### config.mk
export PLATFORM = sky130hd
export DESIGN_NAME = rr_arb_dec8_flat
export DESIGN_NICKNAME = d
export VERILOG_FILES = /design/src/rtl/rr_arb_dec8_if.sv /design/src/rtl/rr_arb_dec8.sv /design/src/flat_wrapper.sv
export SDC_FILE = /design/constraint.sdc
export NUM_CORES = 1
export LEC_CHECK = 0
export BUFFER_PORTS_ARGS = -buffer_cell sky130_fd_sc_hd__buf_2
export CAP_MARGIN = 20
export CORE_UTILIZATION = 30
export DETAILED_ROUTE_END_ITERATION = 6
export SETUP_SLACK_MARGIN = 0.2
export SYNTH_ARGS = -nofsm -noshare
export SYNTH_HDL_FRONTEND = slang
export SYNTH_SLANG_ARGS = --single-unit
export TNS_END_PERCENT = 30
### constraint.sdc
create_clock -name clk -period 4.5 [get_ports clk]
set_clock_uncertainty 0.1 [all_clocks]
set_input_delay 0.675 -clock clk [delete_from_list [all_inputs] [get_ports clk]]
set_output_delay 0.675 -clock clk [all_outputs]
set_load 0.01 [all_outputs]
### src/rtl/rr_arb_dec8_if.sv
// rtl/rr_arb_dec8_if.sv - request/grant bundle between requesters and rr_arb_dec8
//
// Signals:
//   req      [7:0]  request vector, bit i = requester i wants the resource
//   done            current owner releases the resource
//   gnt      [7:0]  one-hot grant, 1<<gnt_idx while gnt_vld, else 0
//   gnt_idx  [2:0]  index of current owner (decoder select)
//   gnt_vld         grant active (decoder enable)
//   timeout         one-cycle pulse after a grant was revoked by hold expiry
//
// Modports:
//   master  arbiter side, drives the grant outputs
//   slave   requester side, drives req/done
`timescale 1ns/1ps

interface rr_arb_dec8_if;
    logic [7:0] req;
    logic       done;
    logic [7:0] gnt;
    logic [2:0] gnt_idx;
    logic       gnt_vld;
    logic       timeout;

    modport master (
        input  req,
        input  done,
        output gnt,
        output gnt_idx,
        output gnt_vld,
        output timeout
    );

    modport slave (
        output req,
        output done,
        input  gnt,
        input  gnt_idx,
        input  gnt_vld,
        input  timeout
    );
endinterface

### src/rtl/rr_arb_dec8.sv
// rtl/rr_arb_dec8.sv - eight-way round-robin arbiter with decoder-form grant and hold timeout
//
// Parameters:
//   HOLD_MAX  maximum consecutive cycles one grant may stay asserted (1..255)
//
// Ports:
//   clk    rising-edge clock
//   rst_n  asynchronous active-low reset
//   bus    rr_arb_dec8_if.master: req/done in, gnt/gnt_idx/gnt_vld/timeout out
//
// Every output comes from a register; gnt is a pure decode of the registered
// gnt_idx/gnt_vld, so nothing on req or done reaches an output in the same cycle.
`timescale 1ns/1ps

module rr_arb_dec8 #(
    parameter int HOLD_MAX = 8
) (
    input  logic             clk,
    input  logic             rst_n,
    rr_arb_dec8_if.master    bus
);

    localparam logic [7:0] HOLD_LAST = 8'(HOLD_MAX - 1);

    typedef enum logic {
        IDLE  = 1'b0,
        GRANT = 1'b1
    } state_t;

    state_t     state;
    state_t     next_state;
    logic [2:0] ptr;
    logic [2:0] next_ptr;
    logic [7:0] cnt;
    logic [7:0] next_cnt;
    logic [2:0] idx_r;
    logic [2:0] next_idx;
    logic       timeout_r;
    logic       next_timeout;

    // Rotating priority search: first set request starting at ptr, wrapping 7->0.
    logic [2:0] winner;
    logic       winner_found;
    logic [2:0] cand;

    always_comb begin
        winner       = 3'd0;
        winner_found = 1'b0;
        cand         = 3'd0;
        for (int i = 0; i < 8; i++) begin
            cand = ptr + 3'(i);
            if (!winner_found && bus.req[cand]) begin
                winner       = cand;
                winner_found = 1'b1;
            end
        end
    end

    always_ff @(posedge clk or negedge rst_n) begin
        if (!rst_n) begin
            state     <= IDLE;
            ptr       <= 3'd0;
            cnt       <= 8'd0;
            idx_r     <= 3'd0;
            timeout_r <= 1'b0;
        end else begin
            state     <= next_state;
            ptr       <= next_ptr;
            cnt       <= next_cnt;
            idx_r     <= next_idx;
            timeout_r <= next_timeout;
        end
    end

    always_comb begin
        next_state   = state;
        next_ptr     = ptr;
        next_cnt     = cnt;
        next_idx     = idx_r;
        next_timeout = 1'b0;
        case (state)
            IDLE: begin
                // done is deliberately not looked at here.
                if (winner_found) begin
                    next_state = GRANT;
                    next_idx   = winner;
                    next_cnt   = 8'd0;
                    next_ptr   = winner + 3'd1;
                end
            end
            GRANT: begin
                // A voluntary release wins over expiry, so done on the last
                // allowed cycle never raises timeout.
                if (bus.done || !bus.req[idx_r]) begin
                    next_state = IDLE;
                end else if (cnt == HOLD_LAST) begin
                    next_state   = IDLE;
                    next_timeout = 1'b1;
                end else begin
                    next_cnt = cnt + 8'd1;
                end
            end
            default: begin
                next_state = IDLE;
            end
        endcase
    end

    // gnt_idx keeps the last owner after release; only gnt_vld qualifies it.
    assign bus.gnt_idx = idx_r;
    assign bus.gnt_vld = (state == GRANT);
    assign bus.timeout = timeout_r;
    assign bus.gnt     = (state == GRANT) ? (8'd1 << idx_r) : 8'h00;

endmodule

### src/flat_wrapper.sv
// flat-port wrapper written by rule: the top's interface ports become plain ports
module rr_arb_dec8_flat 
#(
    parameter int HOLD_MAX = 8
)
  (clk, rst_n, bus_req, bus_done, bus_gnt, bus_gnt_idx, bus_gnt_vld, bus_timeout);
  rr_arb_dec8_if bus_i ();
  input  logic clk;
  input  logic rst_n;
  input wire logic [$bits(bus_i.req)-1:0] bus_req;
  input wire logic [$bits(bus_i.done)-1:0] bus_done;
  output wire logic [$bits(bus_i.gnt)-1:0] bus_gnt;
  output wire logic [$bits(bus_i.gnt_idx)-1:0] bus_gnt_idx;
  output wire logic [$bits(bus_i.gnt_vld)-1:0] bus_gnt_vld;
  output wire logic [$bits(bus_i.timeout)-1:0] bus_timeout;
  assign bus_i.req = bus_req;
  assign bus_i.done = bus_done;
  assign bus_gnt = bus_i.gnt;
  assign bus_gnt_idx = bus_i.gnt_idx;
  assign bus_gnt_vld = bus_i.gnt_vld;
  assign bus_timeout = bus_i.timeout;
  rr_arb_dec8 #(.HOLD_MAX(HOLD_MAX)) u_core (.clk(clk), .rst_n(rst_n), .bus(bus_i));
endmodule
==> results.yml <==
routing:
  highest_layer: "met4"
  drt-met1-wl_um: 2140
  dr.pass1.iters: 4
  met3_length_um: 257
  dr_wl_met2_um: 2210
  drt_iter0_drc: 267
  wl_um: 4650
  dr_total_vias: 1667
  detail-route-antenna-nets: 0
  drc: 0
  wl_per_cell_um: 15.7
  vias_per_cell: 5.63
logic_synthesis:
  ys_seq_elements: 16
  synthMuxAreaShare: 0.278
  netlist_top_cells_count: "nand2_1, nor2_1, dfrtp_1"
  yosys.area_share.simple: 0.192
  postSynthNetCount: 219
  ys_warn_count: 0
  synth_area_leader_cell: "dfrtp_1"
  avgSynthCellArea_um2: 8.85
  synth.top_cell.area_share: 0.222
  synth.most_common_cell: "nand2_1"
  synth_fa_ha_area_frac: 0.0277
  ys.flop_type: "dfrtp_1"
  synth_top_family_by_area: "multiplexers"
  synth_xor_area_frac: 0.0485
  synth_enable_flop_cells: 0
  syn-instance-count: 204
  synth_compound_area_frac: 0.182
  ys_types: 44
  syn_area_um2: 1810
  synthTopCellsByArea: "dfrtp_1, mux4_2, mux2i_1"
  ys_seq_area_frac: 0.222
  async_flop_share: 1.00
clock_network:
  cts_buffer_depth: 2
  cts_resized: 0
  post_cts_buffers: 0
  clk_pin_slew_worst_paths_ps: 60
  cts_root_buf: "clkbuf_8"
  cts_sinks: 16
  cts_buffers: 3
  cts_tree: "done"
  h-tree-depth: 1
  worstSkewPairLatency_ps: 250
  ctsHoldBuffers: 0
placed_design:
  io_buffers: 23
  post_dp_cell_area_um2: 1980
  dp_hpwl_um: 3500
  gp_congestion: 0.885
  dpl.cell_count: 292
finish:
  drive_above_1_share: 0.259
  final_cell_count_no_fill: 296
  num-nets-final: 240
  fin_area_um2: 2040
  syn2layout_area_growth_pct: 12.9
  antenna-diode-count: 0
  post-route-util: 0.361
timing:
  setup-violations-final: 0
  hold_violations: 0
  whs_ps: 221
  rsz0062_at_grt: "false"
  post-route-min-period_ps: 3860
  tightest_slew_ps: 648
  relSlewSlack: 0.568
  finalSetupTns_ps: 0
  min_period_over_period: 0.858
  max_clock_freq_ghz: 0.259
  drv_slew: 0
global_route:
  antenna_found_initial: 0
  grt_pass1_wl_um: 7810
  grt_pass1_vias: 1582
  gr-total-overflow: 0
  grt.total_usage: 0.155
  grt_start_max_net_pins: 26
setup_path:
  path_common_cell: "o21ai_0"
  arrival_ps: 3900
  critPathRequiredTime_ps: 4540
  crit_start: "u_core.ptr[0]$_DFFE_PN0P_"
  cp_slowest_cell: "ha_1"
  cpPeakStageDelay_ps: 530
  cp-endpoint: "u_core.ptr[2]$_DFFE_PN0P_"
  path_delay_family: "compound AO/OA/AOI/OAI gates"
  critPathBufInv: 3
  path_depth: 14
  path_class: "register to register"
  reg2reg_to: "u_core.ptr[2]$_DFFE_PN0P_"
  r2r.worst_path.cells: 14
  reg2reg_from: "u_core.ptr[0]$_DFFE_PN0P_"
  endpoint_kind: "register"
  ff2ff_setup_slack_ps: 640
  start_kind: "register"
  crit_path_max_fanout: 25
  crit_chain: "buf_4 -> ha_1 -> nor2b_1 -> a2111oi_0 -> o311ai_1 -> a211o_4 -> o21ai_0 -> o21ai_0 -> o21ai_0 -> inv_1 -> ha_1 -> inv_1 -> nor2_1 -> a221o_1"
hold_path:
  hold_class: "input pin to asynchronous set/reset pin"
floorplan:
  coreArea_um2: 5640
  start_util: 0.320
  die_h_um: 79.6
  dieWidth_um: 79.6
  ioPinCount: 24
  rows: 27
  dieArea_um2: 6330
pwr:
  pwr_density_cell_nw_per_um2: 837
  max-vdd-ir-drop_v: 0.000252
  p_leak_nw: 0.872
run_status:
  outcome: "finished, final reports clean"
job:
  max_cap_viol_count: 0
## per-layer routing
layer,track usage,vias up
met4,0.0327,0
met3,0.0103,6
met1,0.214,806
met2,0.264,53
met5,0,-
li1,-,802
## worst min-delay path by stage
stage / from / end / depth (start not counted)
2_1_floorplan: rst_n / u_core.bus.gnt_idx[0]$_DFFE_PN0P_ / 0
3_3_place_gp: u_core.cnt[7]$_DFFE_PN0P_ / u_core.cnt[7]$_DFFE_PN0P_ / 2
3_5_place_dp: u_core.cnt[7]$_DFFE_PN0P_ / u_core.cnt[7]$_DFFE_PN0P_ / 2
4_1_cts: rst_n / u_core.bus.timeout$_DFF_PN0_ / 1
5_1_grt: rst_n / u_core.bus.timeout$_DFF_PN0_ / 1
6_report: rst_n / u_core.bus.timeout$_DFF_PN0_ / 1
## logic make-up after synthesis
family,Yosys count
AOI/OAI and AO/OA,45
xor gates and xnor gates,10
adders and majority gates,4
buffers and inverters,19
DFF,16
muxes,35
and+or+nand+nor,75
## placed cells by master, fill, tap and decap left out, drive strengths merged, types with 7 or more instances in the layout
cell     n
dfrtp   16
mux2i   13
nand3   10
mux4    11
nor2    22
nand2   24
nand2b   7
a21oi    8
mux2    11
buf     28
o21ai   10
## sequential cells by signal, indices dropped and copies added (netlist names)
signal / flops
u_core.cnt: 8
u_core.ptr: 3
u_core.bus.timeout: 1
u_core.bus.gnt_idx: 3
u_core.bus.gnt_vld: 1
## area by class of cell
cell class,instances,area (µm²)
sequential,16,400
clock buffer,4,55.1
timing repair buffer,28,153
tap,72,90.1
inverter,7,26.3
fill,574,3600
multi-input combinational,169,1310
## stage by stage
step / setup slack (ps) / power [mW]
floorplan: 811 / 1.29
global placement: 818 / 1.56
detailed placement: 707 / 1.57
CTS: 668 / 1.70
global route: 306 / 1.87
finish: 641 / 1.71
## worst reg2reg max path, delay by kind of cell, from the launching register on
| kind | cells | cell delay, ps |
|---|---|---|
| AO/OA/AOI/OAI | 7 | 2020 |
| adder cells (fa/ha/maj) | 2 | 710 |
| buffers and inverters | 3 | 440 |
| flip-flops | 1 | 340 |
| AND/OR/NAND/NOR | 2 | 120 |
## where the power goes
part | internal [mW] | switching [mW] | total (mW)
registers | 0.183 | 0.0769 | 0.259
clock network | 0.0778 | 0.0505 | 0.128
logic | 0.583 | 0.734 | 1.32
No activity file was read; power rests on OpenSTA's default activity.
